File: config.mk
export PLATFORM = sky130hd
export DESIGN_NAME = debug_unit_flat
export DESIGN_NICKNAME = d
export VERILOG_FILES = /design/src/rtl/debug_unit_if.sv /design/src/rtl/debug_unit.sv /design/src/flat_wrapper.sv
export SDC_FILE = /design/constraint.sdc
export NUM_CORES = 1
export LEC_CHECK = 0
export ABC_CLOCK_PERIOD_IN_PS = 2450
export CAP_MARGIN = 10
export CORE_MARGIN = 10
export CORE_UTILIZATION = 52
export DETAILED_ROUTE_END_ITERATION = 12
export MAX_ROUTING_LAYER = met4
export PLACE_DENSITY_LB_ADDON = 0.08
export SETUP_SLACK_MARGIN = 0.5
export SYNTH_ARGS = -nofsm -noshare
export SYNTH_HDL_FRONTEND = slang
export SYNTH_SLANG_ARGS = --single-unit
export TNS_END_PERCENT = 20
File: constraint.sdc
create_clock -name clk -period 2.45 [get_ports clk]
set_input_delay 0.245 -clock clk [delete_from_list [all_inputs] [get_ports clk]]
set_output_delay 0.245 -clock clk [all_outputs]
set_load 0.02 [all_outputs]
File: src/rtl/debug_unit_if.sv
// debug_unit_if: UART byte strobes, pipeline status and
// instruction-memory write port of the bring-up debug unit.
interface debug_unit_if #(
   parameter int len_data = 32,
   parameter int len_addr = 11,
   parameter int len_byte = 8
);
   logic [len_byte-1:0] rx_data;
   logic                rx_done;
   logic                tx_done;
   logic                halt_flag;
   logic [7:0]          in_pc;
   logic [len_data-1:0] in_reg1;
   logic                debug_flag;
   logic                mips_enable;
   logic [len_addr-1:0] out_addr_mem_inst;
   logic [len_data-1:0] out_ins_to_mem;
   logic                wea_ram_inst;
   logic                tx_start;
   logic [len_byte-1:0] tx_data;

   modport master (
      input  rx_data, rx_done, tx_done, halt_flag, in_pc, in_reg1,
      output debug_flag, mips_enable, out_addr_mem_inst,
      output out_ins_to_mem, wea_ram_inst, tx_start, tx_data
   );

   modport slave (
      output rx_data, rx_done, tx_done, halt_flag, in_pc, in_reg1,
      input  debug_flag, mips_enable, out_addr_mem_inst,
      input  out_ins_to_mem, wea_ram_inst, tx_start, tx_data
   );
endinterface

File: src/rtl/debug_unit.sv
// debug_unit: host command sequencer for MIPS bring-up.
// Loads program words, runs/steps the pipeline, reports PC/r1.
module debug_unit #(
   parameter int len_data = 32,
   parameter int len_addr = 11,
   parameter int len_byte = 8
) (
   input logic        clk,
   input logic        reset,
   debug_unit_if.master bus
);

   localparam int SNAP_W = 8 + len_data;
   localparam logic [7:0] CMD_L = 8'h4C;
   localparam logic [7:0] CMD_C = 8'h43;
   localparam logic [7:0] CMD_S = 8'h53;

   typedef enum logic [3:0] {
      S_IDLE,
      S_LD_CNT_H,
      S_LD_CNT_L,
      S_LD_WORD,
      S_LD_WR,
      S_RUN,
      S_STEP,
      S_TX_SEND,
      S_TX_WAIT
   } state_t;

   state_t              state_q, state_d;
   logic [len_addr-1:0] addr_q, addr_d;
   logic [len_addr-1:0] cnt_q, cnt_d;
   logic [len_byte-1:0] cnt_h_q, cnt_h_d;
   logic [len_data-1:0] data_q, data_d;
   logic [2:0]          byte_q, byte_d;
   logic                halted_q, halted_d;
   logic [SNAP_W-1:0]   snap_q, snap_d;
   logic                tx_start_q, tx_start_d;
   logic [len_byte-1:0] tx_data_q, tx_data_d;
   logic [len_addr-1:0] cnt_n;
   logic [len_data-1:0] data_sh;

   // State and datapath registers; everything clears on reset.
   always_ff @(posedge clk or negedge reset) begin
      if (!reset) begin
         state_q    <= S_IDLE;
         addr_q     <= '0;
         cnt_q      <= '0;
         cnt_h_q    <= '0;
         data_q     <= '0;
         byte_q     <= '0;
         halted_q   <= 1'b0;
         snap_q     <= '0;
         tx_start_q <= 1'b0;
         tx_data_q  <= '0;
      end else begin
         state_q    <= state_d;
         addr_q     <= addr_d;
         cnt_q      <= cnt_d;
         cnt_h_q    <= cnt_h_d;
         data_q     <= data_d;
         byte_q     <= byte_d;
         halted_q   <= halted_d;
         snap_q     <= snap_d;
         tx_start_q <= tx_start_d;
         tx_data_q  <= tx_data_d;
      end
   end

   // Next-state and datapath updates for load, run and report.
   always_comb begin
      state_d    = state_q;
      addr_d     = addr_q;
      cnt_d      = cnt_q;
      cnt_h_d    = cnt_h_q;
      data_d     = data_q;
      byte_d     = byte_q;
      halted_d   = halted_q;
      snap_d     = snap_q;
      tx_start_d = 1'b0;
      tx_data_d  = tx_data_q;
      cnt_n      = len_addr'({cnt_h_q, bus.rx_data});
      data_sh    = {data_q[len_data-len_byte-1:0], bus.rx_data};

      unique case (state_q)
         S_IDLE: begin
            if (bus.rx_done) begin
               case (bus.rx_data)
                  CMD_L: begin
                     state_d = S_LD_CNT_H;
                     addr_d  = '0;
                     byte_d  = '0;
                  end
                  CMD_C, CMD_S: begin
                     if (halted_q) begin
                        state_d = S_TX_SEND;
                        snap_d  = {bus.in_pc, bus.in_reg1};
                     end else if (bus.rx_data == CMD_C) begin
                        state_d = S_RUN;
                     end else begin
                        state_d = S_STEP;
                     end
                  end
                  default: ;
               endcase
            end
         end
         S_LD_CNT_H: begin
            if (bus.rx_done) begin
               cnt_h_d = bus.rx_data;
               state_d = S_LD_CNT_L;
            end
         end
         S_LD_CNT_L: begin
            if (bus.rx_done) begin
               if (cnt_n == '0) begin
                  state_d = S_IDLE;
               end else begin
                  cnt_d   = cnt_n;
                  byte_d  = '0;
                  state_d = S_LD_WORD;
               end
            end
         end
         S_LD_WORD: begin
            if (bus.rx_done) begin
               data_d = data_sh;
               if (byte_q == 3'd3) begin
                  byte_d  = '0;
                  state_d = S_LD_WR;
               end else begin
                  byte_d = byte_q + 3'd1;
               end
            end
         end
         S_LD_WR: begin
            // a byte landing here is the first of the next word
            addr_d = addr_q + 1'b1;
            cnt_d  = cnt_q - 1'b1;
            if (cnt_q == len_addr'(1)) begin
               state_d = S_IDLE;
            end else begin
               state_d = S_LD_WORD;
               if (bus.rx_done) begin
                  data_d = data_sh;
                  byte_d = 3'd1;
               end
            end
         end
         S_RUN: begin
            if (bus.halt_flag) begin
               halted_d = 1'b1;
               snap_d   = {bus.in_pc, bus.in_reg1};
               state_d  = S_TX_SEND;
            end
         end
         S_STEP: begin
            if (bus.halt_flag) begin
               halted_d = 1'b1;
            end
            snap_d  = {bus.in_pc, bus.in_reg1};
            state_d = S_TX_SEND;
         end
         S_TX_SEND: begin
            tx_start_d = 1'b1;
            tx_data_d  = snap_q[SNAP_W-1 -: len_byte];
            snap_d     = snap_q << len_byte;
            state_d    = S_TX_WAIT;
         end
         S_TX_WAIT: begin
            // a done coincident with our own start belongs to no byte
            if (bus.tx_done && !tx_start_q) begin
               if (byte_q == 3'd4) begin
                  byte_d  = '0;
                  state_d = S_IDLE;
               end else begin
                  byte_d  = byte_q + 3'd1;
                  state_d = S_TX_SEND;
               end
            end
         end
         default: state_d = S_IDLE;
      endcase
   end

   assign bus.debug_flag = !(state_q == S_RUN ||
                             state_q == S_STEP);
   assign bus.mips_enable = (state_q == S_RUN && !bus.halt_flag) ||
                            state_q == S_STEP;
   assign bus.wea_ram_inst      = (state_q == S_LD_WR);
   assign bus.out_addr_mem_inst = addr_q;
   assign bus.out_ins_to_mem    = data_q;
   assign bus.tx_start          = tx_start_q;
   assign bus.tx_data           = tx_data_q;

endmodule

File: src/flat_wrapper.sv
// flat-port wrapper written by rule: the top's interface ports become plain ports
module debug_unit_flat 
#(
   parameter int len_data = 32,
   parameter int len_addr = 11,
   parameter int len_byte = 8
)
  (clk, reset, bus_rx_data, bus_rx_done, bus_tx_done, bus_halt_flag, bus_in_pc, bus_in_reg1, bus_debug_flag, bus_mips_enable, bus_out_addr_mem_inst, bus_out_ins_to_mem, bus_wea_ram_inst, bus_tx_start, bus_tx_data);
  debug_unit_if #(.len_data(len_data), .len_addr(len_addr), .len_byte(len_byte)) bus_i ();
  input logic clk;
  input logic reset;
  input wire logic [$bits(bus_i.rx_data)-1:0] bus_rx_data;
  input wire logic [$bits(bus_i.rx_done)-1:0] bus_rx_done;
  input wire logic [$bits(bus_i.tx_done)-1:0] bus_tx_done;
  input wire logic [$bits(bus_i.halt_flag)-1:0] bus_halt_flag;
  input wire logic [$bits(bus_i.in_pc)-1:0] bus_in_pc;
  input wire logic [$bits(bus_i.in_reg1)-1:0] bus_in_reg1;
  output wire logic [$bits(bus_i.debug_flag)-1:0] bus_debug_flag;
  output wire logic [$bits(bus_i.mips_enable)-1:0] bus_mips_enable;
  output wire logic [$bits(bus_i.out_addr_mem_inst)-1:0] bus_out_addr_mem_inst;
  output wire logic [$bits(bus_i.out_ins_to_mem)-1:0] bus_out_ins_to_mem;
  output wire logic [$bits(bus_i.wea_ram_inst)-1:0] bus_wea_ram_inst;
  output wire logic [$bits(bus_i.tx_start)-1:0] bus_tx_start;
  output wire logic [$bits(bus_i.tx_data)-1:0] bus_tx_data;
  assign bus_i.rx_data = bus_rx_data;
  assign bus_i.rx_done = bus_rx_done;
  assign bus_i.tx_done = bus_tx_done;
  assign bus_i.halt_flag = bus_halt_flag;
  assign bus_i.in_pc = bus_in_pc;
  assign bus_i.in_reg1 = bus_in_reg1;
  assign bus_debug_flag = bus_i.debug_flag;
  assign bus_mips_enable = bus_i.mips_enable;
  assign bus_out_addr_mem_inst = bus_i.out_addr_mem_inst;
  assign bus_out_ins_to_mem = bus_i.out_ins_to_mem;
  assign bus_wea_ram_inst = bus_i.wea_ram_inst;
  assign bus_tx_start = bus_i.tx_start;
  assign bus_tx_data = bus_i.tx_data;
  debug_unit #(.len_data(len_data), .len_addr(len_addr), .len_byte(len_byte)) u_core (.clk(clk), .reset(reset), .bus(bus_i));
endmodule
==> results of run 1 <==
## stage by stage
stage               std cells  utilization (%)  hold slack [ps]  setup WS (ps)  total power [mW]
global route              800             74.0              229            385              10.1
global placement          760             66.0              190            185              6.74
CTS                       798             72.9              197            431              9.38
floorplan                 520                -            -50.6            468              5.36
finish                    800             74.0              195            444              9.58
detailed placement        760             66.0              193            127              6.90
## kinds of logic after synthesis
family,synth area share (%)
flops,53.2
buf+inv,3.22
mux,14.7
xor+xnor,0.163
compound gates,11.5
fa+ha+maj,1.63
simple gates,15.6
## area by class of cell
type	instances	area, sq um
Clock inverter	5	53.8
Multi-Input combinational cell	367	2490
Tap cell	136	170
Timing Repair Buffer	142	1440
Clock buffer	24	480
Inverter	12	45.0
Sequential cell	114	2860
Fill cell	728	2650
## registers in the layout (all words and copies together) (netlist names)
register / cells
u_core.bus.tx_data: 8
u_core.bus.out_addr_mem_inst: 11
u_core.bus.tx_start: 1
u_core.snap_q: 40
u_core.cnt_h_q: 3
u_core.byte_q: 3
u_core.bus.out_ins_to_mem: 32
u_core.halted_q: 1
u_core.state_q: 4
u_core.cnt_q: 11
## placed cells by master, fill, tap and decap left out, types with 3 or more instances in the layout
cell             instances
clkbuf_8                 5
mux2_4                  22
nor4_1                   5
a211oi_1                 4
clkinv_2                 3
nor3_1                  10
a31oi_1                  4
clkdlybuf4s50_1        103
nand4_1                  5
o21ai_0                 62
a21oi_1                 11
dfrtp_1                109
nand3_1                 11
dfrtp_2                  5
and3_1                   4
mux2i_1                 37
nand2_1                 97
buf_4                   27
inv_1                   11
clkbuf_1                 3
nor2_1                  23
clkbuf_16               17
ha_1                     7
nand2b_1                 3
buf_12                   4
mux2_2                  15
## how the worst max path moves through the flow
| stage | from | end | cells after the start | slack [ps] |
|---|---|---|---|---|
| 2_1_floorplan | u_core.cnt_q[2] | u_core.bus.out_ins_to_mem[10] | 7 | 470 |
| 5_1_grt | u_core.cnt_q[7] | u_core.bus.out_ins_to_mem[21] | 7 | 390 |
| 6_report | u_core.cnt_q[2] | u_core.bus.out_ins_to_mem[13] | 7 | 440 |
| 3_3_place_gp | bus_rx_data[0] | u_core.byte_q[1] | 6 | 180 |
| 3_5_place_dp | bus_rx_data[0] | u_core.byte_q[0] | 6 | 130 |
| 4_1_cts | u_core.cnt_q[3] | u_core.bus.out_ins_to_mem[1] | 7 | 430 |
## critical path: stages, from the launching register on
cell       delay, ps
dfrtp_2          430
nor4_4           310
and3b_2          250
a31oi_1          100
o21ai_2          130
buf_6            180
clkbuf_16        190
mux2_4           300
## routing by layer
metal	vias to the layer above	global-route usage [%]	part of all wire (%)
li1	2115	-	-
met3	38	5.37	5.7
met2	166	31.2	49
met1	2147	23.2	44
met4	0	6.04	1.5
met5	-	-	0
## where the power goes
part	total [mW]	switching, mW	internal (mW)
Sequential	3.42	0.709	2.71
Clock	2.23	0.804	1.43
Combinational	3.93	1.92	2.01
## what timing repair did
item,in CTS,in global routing
pin swaps,4,3
hold buffers,1,0
gates resized for setup,30,23
endpoints found under the hold margin,27,0
cloned,2,1
setup buffers,6,1
endpoints found under the setup margin,43,49
==> qor.csv, run 1 <==
metric,value,unit
rrSetupSlack,440,ps
post-route-period-util,81.9,%
clock_path_buffers,2,
antenna_found_initial,0,
place.gp.congestion,0.918,
slew_headroom,63.4,%
diodes,0,
drt-total-wl,14500,microns
outcome,completed,
wl_per_cell,18.1,microns
clk_latency,510,ps
critPathArrivalTime,2400,ps
post-synth-top-count-cell,dfrtp_1,
required,2840,ps
ys_top_cells_by_count,"dfrtp_1 (114), nand2_1 (98), o21ai_0 (62), mux2_2 (37), mux2i_1 (37)",
worstSetupEndpointType,flop,
r2r_cells,7,
nNetsFinal,714,
vias_per_cell,5.58,
first_iter_violations,405,
grt_first_pass_wirelength,22200,microns
die_area,14800,sq um
final_area,7540,sq um
drive_above_1_share,19.3,%
drtAntennaViolNets,0,
synth_edf_count,0,
drc,0,
fp.dieH,122,microns
synth_area_per_cell,10.3,sq um
grt_max_degree,81,
r2r_start,u_core.cnt_q[2],
io_buffers,107,
rsz0062_at_grt,true,
syn_inst,520,
worstSetupPathType,reg2reg,
grt_usage,19.3,%
ys_warn_count,0,
cts_tree,built,
num_vias,4466,
skew,9.12,ps
max_slew.worst_pin.slew,542,ps
first_pass_iters,5,
htree_levels,4,
hp-class,in2async,
synth_top_cell_by_area,dfrtp_1,
placed_area,6730,sq um
syn_area,5370,sq um
numCtsBuffers,17,
ir_drop,558,uV
async_flop_share,100,%
crit_path_max_fanout,8,
synth_cell_types,52,
cap_violations,0,
core.rowCount,37,
finalCriticalPeriod,2010,ps
die_x,122,microns
startpoint_type,flop,
dp_hpwl,9610,microns
power_density,1270,nW/um^2
hold_viol_final,0,
fmax,499,MHz
ys.flop_type,dfrtp_1,
synth_area_leaders,"dfrtp_1 (53%), mux2_2 (7.8%), mux2i_1 (6.9%)",
ys_seq_area_share,53.2,%
start_util,52.7,%
r2r-end,u_core.bus.out_ins_to_mem[13],
grt_pass1_vias,4381,
finalSetupTns,0,ps
grt_overflow,0,
setup_viol_count_final,0,
synth_nets,580,
io_pins,108,
clk_pin_slew,60,ps
p_leak,3.34,nW
synth.top_cell.area_share,53.2,%
slew_violations,0,
synthToLayoutAreaGrowth,40.5,%
clock_sinks,114,
root_buffer,clkbuf_8,
coreArea,10200,sq um
ys_ff_latch,114,
Note: power is estimated with default switching activity, not from simulation.
==> inputs of run 2 (changes only) <==
--- a/config.mk
+++ b/config.mk
@@ -5,7 +5,7 @@
 export SDC_FILE = /design/constraint.sdc
 export NUM_CORES = 1
 export LEC_CHECK = 0
-export ABC_CLOCK_PERIOD_IN_PS = 2450
+export ABC_CLOCK_PERIOD_IN_PS = 2100
 export CAP_MARGIN = 10
 export CORE_MARGIN = 10
 export CORE_UTILIZATION = 52
==> constraint.sdc (replaced) <==
create_clock -name clk -period 2.1 [get_ports clk]
set_input_delay 0.21 -clock clk [delete_from_list [all_inputs] [get_ports clk]]
set_output_delay 0.21 -clock clk [all_outputs]
set_load 0.02 [all_outputs]
==> run 2 against run 1 <==
  * Clock skew shrank 1.6 ps
  * Register-to-register slack lost 410 ps
  * Cell area is 5.8% higher
  * Non-clock buffer count is 36 higher
  * Flip-flop and latch count unchanged
  * Clock-buffer cell count down 2
  * Sequential share of layout area down 2.1 points
  * Die area unchanged
  * Global-route usage up 1.4 points
==> qor.csv, run 2 (synthesized netlist as in run 1, its figures left out) <==
metric,value,unit
critPathArrivalTime,2460,ps
grt_usage,20.7,%
setup_viol_count_final,0,
clk_latency,510,ps
max_slew.worst_pin.slew,408,ps
fmax,485,MHz
numCtsBuffers,17,
startpoint_type,flop,
cts_tree,built,
dp_hpwl,9880,microns
required,2500,ps
mostFrequentLayoutCells,"dfrtp_1 (110), clkdlybuf4s50_1 (103), nand2_1 (96)",
root_buffer,clkbuf_8,
slew_headroom,72.5,%
die_x,122,microns
regMostFlops,u_core.snap_q,
p_leak,3.58,nW
drc,0,
htree_levels,4,
power_density,1510,nW/um^2
grt_pass1_vias,4877,
place.gp.congestion,0.916,
worstSetupPathType,reg2reg,
die_area,14800,sq um
grt_first_pass_wirelength,23900,microns
nNetsFinal,750,
finalCriticalPeriod,2060,ps
fp.dieH,122,microns
clk_pin_slew,50,ps
wl_per_cell,18.5,microns
grt_max_degree,64,
layout_commonest_cell,dfrtp_1,
ir_drop,798,uV
grt_overflow,0,
drtAntennaViolNets,0,
num_vias,4686,
utilization,78.3,%
cap_violations,0,
hp-class,in2async,
diodes,0,
post-route-period-util,98.2,%
vias_per_cell,5.59,
clock_path_buffers,2,
first_iter_violations,426,
antenna_found_initial,0,
coreArea,10200,sq um
io_buffers,107,
finalSetupTns,0,ps
io_pins,108,
outcome,completed,
hold_viol_final,0,
crit_path_max_fanout,8,
worstSetupEndpointType,flop,
first_pass_iters,8,
skew,7.47,ps
rsz0062_at_grt,true,
core.rowCount,37,
synthToLayoutAreaGrowth,48.6,%
largest_register_ffs,40,
drive_above_1_share,24.5,%
drt-total-wl,15500,microns
start_util,52.7,%
slew_violations,0,
clock_sinks,114,
run 2: cell types whose count changed in the layout (fill, tap and decap cells not counted), sizes merged:
cell and change:
bufinv +3, inv +1, buf +35, clkbuf -1, clkinvlp +2, clkinv -2
run 2: final timing paths:
| check | start | end | slack, ps | cells past startpoint |
|---|---|---|---|---|
| min in group clk | bus_in_reg1[1] | u_core.snap_q[1] | 250 | 3 |
| worst max register to register | u_core.cnt_q[2] | u_core.bus.out_ins_to_mem[10] | 40 | 7 |
| worst max-delay path | u_core.cnt_q[2] | u_core.bus.out_ins_to_mem[10] | 40 | 7 |
| worst min register to register | u_core.snap_q[35] | u_core.bus.tx_data[3] | 470 | 2 |
| worst min-delay path | reset | u_core.bus.tx_data[4] | 140 | 2 |
| max in group asynchronous | reset | u_core.state_q[0] | 1270 | 3 |
run 2: through the flow:
step	std cells	setup WS [ps]	power, mW	instance area (sq um)	hold WS, ps
2_1_floorplan	520	118	6.25	5370	-85.6
3_3_place_gp	779	-126	7.99	6870	124
3_5_place_dp	779	-187	8.19	6870	131
4_1_cts	833	81.4	11.6	7780	143
5_1_grt	838	-11.2	12.7	7970	154
6_report	838	38.5	12.0	7970	135
run 2: repair_timing:
item / in CTS / in global routing
gates cloned: 2 / 2
hold buffers: 1 / 0
setup endpoints to repair: 157 / 159
setup buffers: 20 / 3
pin swaps: 10 / 4
hold endpoints to repair: 85 / 0
gates resized for setup: 46 / 29
run 2: critical path: stages (launching register included):
cell,delay [ps]
dfrtp_2,440
nor4_4,300
and3b_2,270
a31oi_4,80
o21ai_2,210
buf_6,160
clkbuf_16,170
mux2_4,300
run 2: final cells by class:
class                   instances  area [sq um]
clock buffers                  22           453
clock inverters                 9           154
fillers                       633          2210
inverters                      12          47.5
multi-input cells             367          2560
flip-flops and latches        114          2860
well taps                     136           170
repair buffers                178          1730
run 2: layer usage:
layer  global-route usage, %  wire (microns)
met1                    24.3            6510
met3                    5.09             967
met5                       -               0
met4                    6.71             207
met2                    34.4            7780
run 2: report_power, final:
group          total, mW  internal (mW)  switching [mW]
Sequential          3.93           3.16           0.771
Combinational       5.12           2.64            2.49
Clock               2.98           1.98            1.00
Total               12.0           7.77            4.26
==> inputs of run 3 (changes only) <==
--- a/config.mk
+++ b/config.mk
@@ -12,6 +12,7 @@
 export DETAILED_ROUTE_END_ITERATION = 12
 export MAX_ROUTING_LAYER = met4
 export PLACE_DENSITY_LB_ADDON = 0.08
+export RECOVER_POWER = 50
 export SETUP_SLACK_MARGIN = 0.5
 export SYNTH_ARGS = -nofsm -noshare
 export SYNTH_HDL_FRONTEND = slang
==> run 3 against run 2 <==
  * Cell area down 0.22%
  * Flip-flop and latch count did not move
  * Clock-buffer cell count is the same
  * Core utilization decreased by 0.17 points
  * First-iteration DRC count shrank 0.47%
  * Die area unchanged
  * Clock power barely moved
  * Power is 0.26% lower
  * Register-to-register slack hardly changed
  * Critical path depth unchanged
  * Cell count stayed put
  * Largest cell class unchanged
==> qor.csv, run 3 (synthesized netlist as in run 1, its figures left out) <==
metric,value,unit
outcome,completed,
crit_path_max_fanout,8,
startpoint_type,flop,
first_iter_violations,424,
antenna_found_initial,0,
first_pass_iters,7,
io_pins,108,
synthToLayoutAreaGrowth,48.3,%
numCtsBuffers,17,
coreArea,10200,sq um
slew_violations,0,
post-route-period-util,97.9,%
largest_register_ffs,40,
root_buffer,clkbuf_8,
fp.dieH,122,microns
finalCriticalPeriod,2060,ps
r2r_start,u_core.cnt_q[2],
drtAntennaViolNets,0,
power_density,1510,nW/um^2
worstSetupEndpointType,flop,
max_slew.worst_pin.slew,1280,ps
clock_path_buffers,2,
worst_hold_slack,244,ps
diodes,0,
hp-class,in2reg,
wl_per_cell,18.4,microns
skew,7.46,ps
grt_first_pass_wirelength,23900,microns
dp_hpwl,9880,microns
finalNonFillerCells,838,
ir_drop,787,uV
clock_sinks,114,
grt_max_degree,64,
drc,0,
grt_pass1_vias,4877,
worstSetupPathType,reg2reg,
hold_viol_final,0,
fmax,486,MHz
dp_cells,779,
critPathArrivalTime,2450,ps
cts_tree,built,
mostFrequentLayoutCells,"dfrtp_1 (110), clkdlybuf4s50_1 (98), nand2_1 (96)",
cp-startpoint,u_core.cnt_q[2],
grt_usage,20.7,%
hp-start,bus_in_reg1[1],
drive_above_1_share,23.9,%
drt-total-wl,15400,microns
io_buffers,107,
regMostFlops,u_core.snap_q,
nNetsFinal,750,
r2r_cells,7,
slew_headroom,14.6,%
utilization,78.1,%
clk_latency,520,ps
vias_per_cell,5.58,
hold_path_depth,3,
die_area,14800,sq um
rsz0062_at_grt,true,
num_vias,4677,
start_util,52.7,%
htree_levels,4,
core.rowCount,37,
setup_viol_count_final,0,
layout_commonest_cell,dfrtp_1,
die_x,122,microns
place.gp.congestion,0.916,
p_leak,3.58,nW
required,2490,ps
grt_overflow,0,
clk_pin_slew,50,ps
cap_violations,0,
-- run 3: changes by cell type in the layout (fill, tap and decap cells not counted), moves of 3 or more --
cell,previous run,this run
buf_4,58,54
dlygate4sd3_1,1,6
clkbuf_4,0,3
clkdlybuf4s50_1,103,98
-- run 3: layout make-up --
cell class	instances	area, sq um
flip-flops and latches	114	2860
clock buffers	22	453
inverters	12	47.5
multi-input cells	367	2550
fillers	639	2230
well taps	136	170
repair buffers	178	1720
clock inverters	9	154
-- run 3: power breakdown --
part,total (mW),internal (mW),switching (mW)
clock,2.98,1.98,0.999
sequential,3.93,3.16,0.771
combinational,5.09,2.62,2.48
-- run 3: per-layer routing --
layer | global-route usage [%] | vias up | part of all wire, %
li1 | - | 2182 | -
met1 | 24.3 | 2289 | 42
met5 | - | - | 0
met4 | 6.71 | 0 | 1.2
met3 | 5.09 | 19 | 6.3
met2 | 34.4 | 187 | 51
-- run 3: worst max-delay path, cell delays in order, from the launching register on --
cell and delay, ps:
dfrtp_2 440, nor4_4 300, and3b_2 270, a31oi_4 80, o21ai_2 210, buf_6 160
buf_12 130, mux2_2 340
-- run 3: metrics by stage --
step / setup WS (ps) / total power, mW / area [sq um] / setup TNS, ps
after CTS: 81.4 / 11.6 / 7780 / 0
final: 43.7 / 12.0 / 7960 / 0
after global routing: -11.2 / 12.6 / 7960 / -84.3
after detailed placement: -187 / 8.19 / 6870 / -837
after floorplan: 118 / 6.25 / 5370 / 0
after global placement: -126 / 7.99 / 6870 / -432
-- run 3: final timing paths --
path / endpoint / slack (ps)
max: u_core.bus.out_ins_to_mem[9] / 40
min: u_core.snap_q[1] / 240
max reg2reg: u_core.bus.out_ins_to_mem[9] / 40
min reg2reg: u_core.bus.tx_data[3] / 470
max in group asynchronous: u_core.cnt_q[2] / 380
min in group asynchronous: u_core.bus.tx_data[4] / 500
-- run 3: repair_timing --
action / CTS / global route
pin swaps: 10 / 4
endpoints found under the hold margin: 85 / 0
hold buffers: 1 / 0
gates resized for setup: 46 / 29
endpoints found under the setup margin: 157 / 159
buffers inserted: 20 / 3
gates cloned: 2 / 2
